===== src/rtl/ps2_pkg.sv =====
// Shared types and byte constants for the PS/2 set-2 key sequencing controller.
package ps2_pkg;

  typedef enum logic [1:0] {
    IDLE  = 2'd0,
    EXT   = 2'd1,
    BRK   = 2'd2,
    PAUSE = 2'd3
  } state_t;

  localparam logic [7:0] PFX_EXT   = 8'hE0;
  localparam logic [7:0] PFX_BRK   = 8'hF0;
  localparam logic [7:0] PFX_PAUSE = 8'hE1;
  localparam logic [7:0] BAT_OK    = 8'hAA;
  localparam logic [7:0] BAT_FAIL  = 8'hFC;
  localparam logic [7:0] KBD_ERR0  = 8'h00;
  localparam logic [7:0] KBD_ERR1  = 8'hFF;

  typedef struct packed {
    logic       ext;
    logic       brk;
    logic [7:0] code;
  } event_t;

  // 00 and FF are keyboard-reported error/overrun codes
  function automatic logic is_kbd_err(input logic [7:0] b);
    return (b == KBD_ERR0) || (b == KBD_ERR1);
  endfunction

endpackage


===== src/rtl/ps2_event_fifo.sv =====
// Show-ahead synchronous FIFO holding completed key events.
module ps2_event_fifo #(
  parameter int DEPTH = 8,
  parameter int WIDTH = 10
) (
  input  logic                     clk,
  input  logic                     rst,
  input  logic                     push,
  input  logic                     pop,
  input  logic [WIDTH-1:0]         din,
  output logic                     full,
  output logic [$clog2(DEPTH):0]   count,
  output logic [WIDTH-1:0]         dout
);

  localparam int AW = $clog2(DEPTH);
  localparam logic [AW:0] FULL_CNT = (AW+1)'(DEPTH);

  logic [WIDTH-1:0] mem [DEPTH];
  logic [AW-1:0]    wr_ptr;
  logic [AW-1:0]    rd_ptr;
  logic             do_push;
  logic             do_pop;

  // a pop on an empty FIFO is ignored; a push into a full FIFO only lands if a pop frees a slot
  assign do_pop  = pop && (count != '0);
  assign do_push = push && (!full || do_pop);
  assign full    = (count == FULL_CNT);
  assign dout    = (count != '0) ? mem[rd_ptr] : '0;

  // pointers wrap naturally; the extra count bit separates full from empty
  always_ff @(posedge clk or posedge rst) begin
    if (rst) begin
      wr_ptr <= '0;
      rd_ptr <= '0;
      count  <= '0;
    end else begin
      if (do_push) wr_ptr <= wr_ptr + 1'b1;
      if (do_pop)  rd_ptr <= rd_ptr + 1'b1;
      case ({do_push, do_pop})
        2'b10:   count <= count + 1'b1;
        2'b01:   count <= count - 1'b1;
        default: count <= count;
      endcase
    end
  end

  // storage needs no reset; the output is masked while the FIFO is empty
  always_ff @(posedge clk) begin
    if (do_push) mem[wr_ptr] <= din;
  end

endmodule


===== src/rtl/ps2_key_ctrl.sv =====
// Turns raw set-2 scan-code bytes into complete key events with status and error tracking.
module ps2_key_ctrl
  import ps2_pkg::*;
#(
  parameter int          DEPTH   = 8,
  parameter logic [19:0] TIMEOUT = 20'd500000
) (
  input  logic       sysclk,
  input  logic       reset,
  input  logic [7:0] rx_byte,
  input  logic       rx_done,
  output logic [9:0] ev_data,
  output logic       ev_valid,
  input  logic       ev_ready,
  output logic       inhibit,
  output logic       bat_ok,
  output logic [2:0] err,
  input  logic       err_clr
);

  localparam int AW = $clog2(DEPTH);
  localparam logic [AW:0] INH_LEVEL = (AW+1)'(DEPTH-1);

  state_t      state;
  state_t      state_next;
  logic        ext;
  logic        ext_next;
  logic [2:0]  pcnt;
  logic [2:0]  pcnt_next;
  logic [19:0] tcnt;
  logic        timeout_hit;

  logic        push;
  event_t      push_ev;
  logic        set_kbd;
  logic        set_seq;
  logic        set_ovf;
  logic        bat_set;
  logic        bat_clr;

  logic        fifo_full;
  logic [AW:0] fifo_count;
  logic [9:0]  fifo_dout;

  assign timeout_hit = (state != IDLE) && (tcnt == TIMEOUT);
  assign ev_valid    = (fifo_count != '0);
  assign ev_data     = fifo_dout;
  assign set_ovf     = push && fifo_full && !(ev_valid && ev_ready);

  ps2_event_fifo #(
    .DEPTH (DEPTH),
    .WIDTH (10)
  ) u_fifo (
    .clk   (sysclk),
    .rst   (reset),
    .push  (push),
    .pop   (ev_ready),
    .din   (push_ev),
    .full  (fifo_full),
    .count (fifo_count),
    .dout  (fifo_dout)
  );

  // sequence state register together with the held ext flag and pause byte counter
  always_ff @(posedge sysclk or posedge reset) begin
    if (reset) begin
      state <= IDLE;
      ext   <= 1'b0;
      pcnt  <= 3'd0;
    end else begin
      state <= state_next;
      ext   <= ext_next;
      pcnt  <= pcnt_next;
    end
  end

  // prefix decoding: decides the next state, any event to push and any flags to raise
  always_comb begin
    state_next = state;
    ext_next   = ext;
    pcnt_next  = pcnt;
    push       = 1'b0;
    push_ev    = '0;
    set_kbd    = 1'b0;
    set_seq    = 1'b0;
    bat_set    = 1'b0;
    bat_clr    = 1'b0;

    if (rx_done) begin
      case (state)
        IDLE: begin
          case (rx_byte)
            PFX_EXT: begin
              state_next = EXT;
              ext_next   = 1'b0;
            end
            PFX_BRK: begin
              state_next = BRK;
              ext_next   = 1'b0;
            end
            PFX_PAUSE: begin
              state_next = PAUSE;
              pcnt_next  = 3'd7;
            end
            BAT_OK:   bat_set = 1'b1;
            BAT_FAIL: begin
              bat_clr = 1'b1;
              set_kbd = 1'b1;
            end
            KBD_ERR0, KBD_ERR1: set_kbd = 1'b1;
            default: begin
              push    = 1'b1;
              push_ev = '{ext: 1'b0, brk: 1'b0, code: rx_byte};
            end
          endcase
        end
        EXT: begin
          if (rx_byte == PFX_BRK) begin
            state_next = BRK;
            ext_next   = 1'b1;
          end else if (is_kbd_err(rx_byte)) begin
            set_kbd    = 1'b1;
            state_next = IDLE;
          end else if (rx_byte == PFX_EXT || rx_byte == PFX_PAUSE) begin
            set_seq    = 1'b1;
            state_next = IDLE;
          end else begin
            push       = 1'b1;
            push_ev    = '{ext: 1'b1, brk: 1'b0, code: rx_byte};
            state_next = IDLE;
          end
        end
        BRK: begin
          state_next = IDLE;
          if (is_kbd_err(rx_byte)) begin
            set_kbd = 1'b1;
          end else if (rx_byte == PFX_EXT || rx_byte == PFX_PAUSE || rx_byte == PFX_BRK) begin
            set_seq = 1'b1;
          end else begin
            push    = 1'b1;
            push_ev = '{ext: ext, brk: 1'b1, code: rx_byte};
          end
        end
        PAUSE: begin
          if (pcnt <= 3'd1) begin
            push       = 1'b1;
            push_ev    = '{ext: 1'b1, brk: 1'b0, code: PFX_PAUSE};
            pcnt_next  = 3'd0;
            state_next = IDLE;
          end else begin
            pcnt_next = pcnt - 3'd1;
          end
        end
        default: state_next = IDLE;
      endcase
    end else if (timeout_hit) begin
      set_seq    = 1'b1;
      state_next = IDLE;
    end

    if (state_next == IDLE) begin
      ext_next  = 1'b0;
      pcnt_next = 3'd0;
    end
  end

  // inter-byte timer: runs only while a multi-byte sequence is open
  always_ff @(posedge sysclk or posedge reset) begin
    if (reset) begin
      tcnt <= '0;
    end else if (rx_done || state_next == IDLE) begin
      tcnt <= '0;
    end else begin
      tcnt <= tcnt + 20'd1;
    end
  end

  // sticky error flags; a fresh error in the clearing cycle survives the clear
  always_ff @(posedge sysclk or posedge reset) begin
    if (reset) begin
      err <= 3'b000;
    end else begin
      err <= (err_clr ? 3'b000 : err) | {set_ovf, set_kbd, set_seq};
    end
  end

  // self-test status and the registered flow-control request
  always_ff @(posedge sysclk or posedge reset) begin
    if (reset) begin
      bat_ok  <= 1'b0;
      inhibit <= 1'b0;
    end else begin
      if (bat_set)      bat_ok <= 1'b1;
      else if (bat_clr) bat_ok <= 1'b0;
      inhibit <= (fifo_count >= INH_LEVEL);
    end
  end

endmodule


===== config.mk =====
export PLATFORM = sky130hd
export DESIGN_NAME = ps2_key_ctrl
export DESIGN_NICKNAME = d
export VERILOG_FILES = /design/src/rtl/ps2_pkg.sv /design/src/rtl/ps2_event_fifo.sv /design/src/rtl/ps2_key_ctrl.sv
export SDC_FILE = /design/constraint.sdc
export NUM_CORES = 1
export LEC_CHECK = 0
export BUFFER_PORTS_ARGS = -buffer_cell sky130_fd_sc_hd__buf_2
export CAP_MARGIN = 20
export CORE_UTILIZATION = 45
export CTS_CLUSTER_SIZE = 20
export DETAILED_ROUTE_END_ITERATION = 10
export GPL_ROUTABILITY_DRIVEN = 0
export SYNTH_ARGS = -nofsm -noshare
export SYNTH_HDL_FRONTEND = slang
export SYNTH_SLANG_ARGS = --single-unit

===== constraint.sdc =====
create_clock -name sysclk -period 6.1 [get_ports sysclk]
set_input_delay 0.305 -clock sysclk [delete_from_list [all_inputs] [get_ports sysclk]]
set_output_delay 0.305 -clock sysclk [all_outputs]
set_load 0.02 [all_outputs]

==> results.md <==
* Post-layout nets at 484
* Multi-input logic area at 0.00212 mm²
* Io pins at 29
* Post-synth EDFFs at 80
* Die area at 0.0131 mm²
* Initial core utilization at 0.468
* Lkg Pwr at 2.47 nW
* Synth Area in Simple Gates at 0.125
* Worst-path clk slew at 50 ps
* CTS tree: yes
* Commonest non-fill, non-tap cell in the layout: edfxtp_1
* Yosys cell types at 64
* CTS max path bufs at 2
* CTS buffer count at 17
* Pin count of the biggest net entering global routing at 42
* Detailed Route Iter0 Violations at 199
* Power share of the clock group at 0.334
* Slew Viols, Final at 0
* Sequential share of the synthesized area at 0.602
* Pint at 0.00203 W
* Die span in x at 114 µm
* Final Hold Slack at 11.3 ps
* Initial antenna violation count at 0
* Vias/cell at 5.53
* Worst Setup End Kind: flip-flop
* Worst Max-Slew Pin Slew at 974 ps
* CP top delay family: compound AO/OA/AOI/OAI gates
* CP max-delay cell: nor4b_2
* Tot GR Track Use at 0.195
* Fmax at 316 MHz
* CTS Root Cell: clkbuf_16
* Share of cells above drive strength 1 at 0.230
* WS Path Type: flip-flop to flip-flop
* Rows at 40
* Switch Pwr at 0.000939 W
* H-tree depth at 4
* Post-synth ARST share at 0.339
* Synth Instances at 414
* Syn avg cell area at 13.8 µm²
* Post-Syn Nets at 440
* Worst skew pair latency at 410 ps
* Worst min-delay path category: input port to async pin
* Share of the synthesized area in the top cell type at 0.422
* Most frequent cells in the layout: edfxtp_1, nor2_1, dfrtp_1, buf_2, inv_1
* Synthesized cell area at 0.00569 mm²
* Outcome: finished, final reports clean
* Adder-cell share of the synthesized area at 0.0286
* CP Cell Sequence: ha_1 -> nor2b_1 -> a22oi_1 -> a221o_1 -> a211o_2 -> nor4b_2 -> buf_4
* Worst vdd ir at 244 µV
* Core area at 0.0122 mm²
* Post-CTS Repair Setup Buffers at 0
* Post-CTS Resized at 0
* Worst path bufs/invs at 1
* Kind of launch point of the worst setup path: flip-flop
* HPWL Detailed at 7760 µm
* Mux cell area share after synthesis at 0.103
* Period utilization at 0.519
* Combinational share of power at 0.279
* Initial DRT Pass Iterations at 4
* Final wirelength at 11600 µm
* Synth-to-layout area growth at 17.1%
* Worst R2R Path Depth at 7
* Sw Share at 0.316
* Yosys warnings at 0
* Non-Filler Instances at 638
* Post-route ant nets at 0
* Chip height at 114 µm
* XOR/XNOR Fraction of Synth Area at 0.0415
* Register area at 0.00343 mm²
* First-pass GRT wire length at 18700 µm
* ANT cells at 0
* CP max FO at 12
* Filler cells at 1019
* Fin. Hold Viols at 0
* Max incr delay on CP at 710 ps
* Synth Area in Compound Gates at 0.0703
* Tmin final at 3170 ps
* Setup tns final at 0 ps
* Congestion Overflow GR at 0
* Vias in the first global route at 3668
* Cell total after placement at 604
* Utilization after layout at 0.548
* Yosys top cell by area: edfxtp_1
* Final Skew at 5.77 ps
* Synth Register Bits at 121
* RSZ-0062 raised after global routing: no
* DRC viols at 0
* Vias at 3526
* Power per cell area at 445 mW/mm²
* Slew margin rel. at 0.346
* Data arrival time of the worst path at 3290 ps
* Top FF cell, synth: edfxtp_1
* Final setup viols at 0
* CTS hold repair buffers at 0
* Main combinational cell family by area after synthesis: simple AND/OR/NAND/NOR gates
* Top cells by area, synth: edfxtp_1, dfrtp_1, mux4_2
* Max-cap violations at 0
* Buffers on Ports at 28
* Clk sinks at 121
* WL/cell at 18.2 µm
* Stages on worst setup path at 7
* Reg power frac at 0.387
* CP required at 6220 ps
==> cell usage after synthesis (2+ instances only) <==
library cell  count
and2_1            4
xor2_1           12
o211ai_1          2
a211oi_1          4
a31oi_1           3
edfxtp_1         80
inv_1            23
o31ai_1           3
buf_6             2
nor4_1           10
nor2b_1           3
mux2i_1          10
nor4b_1           4
nor2_1           42
nand4_1           3
nand3_1          13
nand2_1          11
ha_1             13
a311oi_1          2
nor3_1            9
a221oi_1          2
xnor2_1          15
mux4_2           20
and3_1            6
dfrtp_1          41
and4_1            5
a2bb2oi_1         2
clkbuf_1          8
nor4b_2           2
buf_4             2
a211o_2           2
nand4b_1          2
mux2_2            3
buf_2             3
o21ai_0          10
a21oi_1           7
o21a_1            4
==> routing by layer <==
layer,global-route usage,share of wire
met2,0.332,0.52
met4,0.0693,0.010
met5,0,0
met3,0.0566,0.043
met1,0.236,0.43
==> state kept, by name, summed over array words and instances (netlist names) <==
signal,count
pcnt,3
state,2
u_fifo.mem,80
tcnt,20
inhibit,1
err,3
u_fifo.wr_ptr,3
ext,1
u_fifo.count,4
bat_ok,1
u_fifo.rd_ptr,3
==> path summary, 6_finish.rpt <==
check / start / endpoint / slack (ps)
max in group asynchronous: reset / ext / 5710
hold / removal: reset / inhibit / 10
min in group sysclk: err_clr / err[1] / 110
setup / recovery: state[0] / u_fifo.mem[6][3] / 2930
setup reg to reg: state[0] / u_fifo.mem[6][3] / 2930
hold reg to reg: err[0] / err[0] / 500
==> worst register-to-register path, stage by stage, from the launching register on <==
cell and delay (ps):
dfrtp_1 410, ha_1 280, nor2b_1 230, a22oi_1 100
a221o_1 400, a211o_2 470, nor4b_2 710, buf_4 280
==> cells by family (layout without fill, tap and decap cells) <==
group,Yosys count,count (layout)
DFF,121,121
muxes,33,33
and+or+nand+nor,126,126
buffers and inverters,39,95
xor gates and xnor gates,27,27
AOI/OAI and AO/OA,55,55
adders and majority gates,13,13
==> per-stage QoR <==
stage	power, W	cell area (µm²)	setup slack (ps)
2_1_floorplan	0.00175	5690	2820
3_3_place_gp	0.00199	6060	2790
3_5_place_dp	0.00200	6060	2780
4_1_cts	0.00300	6650	2770
5_1_grt	0.00311	6670	2770
6_report	0.00297	6670	2930
==> cell type report <==
| type | instances | area share |
|---|---|---|
| Clock buffer | 18 | 0.0644 |
| Clock inverter | 13 | 0.0229 |
| Inverter | 23 | 0.0129 |
| Multi-Input combinational cell | 254 | 0.319 |
| Sequential cell | 121 | 0.514 |
| Tap cell | 168 | 0.0315 |
| Timing Repair Buffer | 41 | 0.0356 |
==> power by group through the flow <==
stage | clock [W] | sequential (W) | combinational [W]
2_1_floorplan | 0 | 0.00109 | 0.000659
3_3_place_gp | 0 | 0.00116 | 0.000826
3_5_place_dp | 0 | 0.00117 | 0.000836
4_1_cts | 0.00101 | 0.00115 | 0.000841
5_1_grt | 0.00104 | 0.00117 | 0.000908
6_report | 0.000991 | 0.00115 | 0.000826
Note: power is estimated with default switching activity, not from simulation.
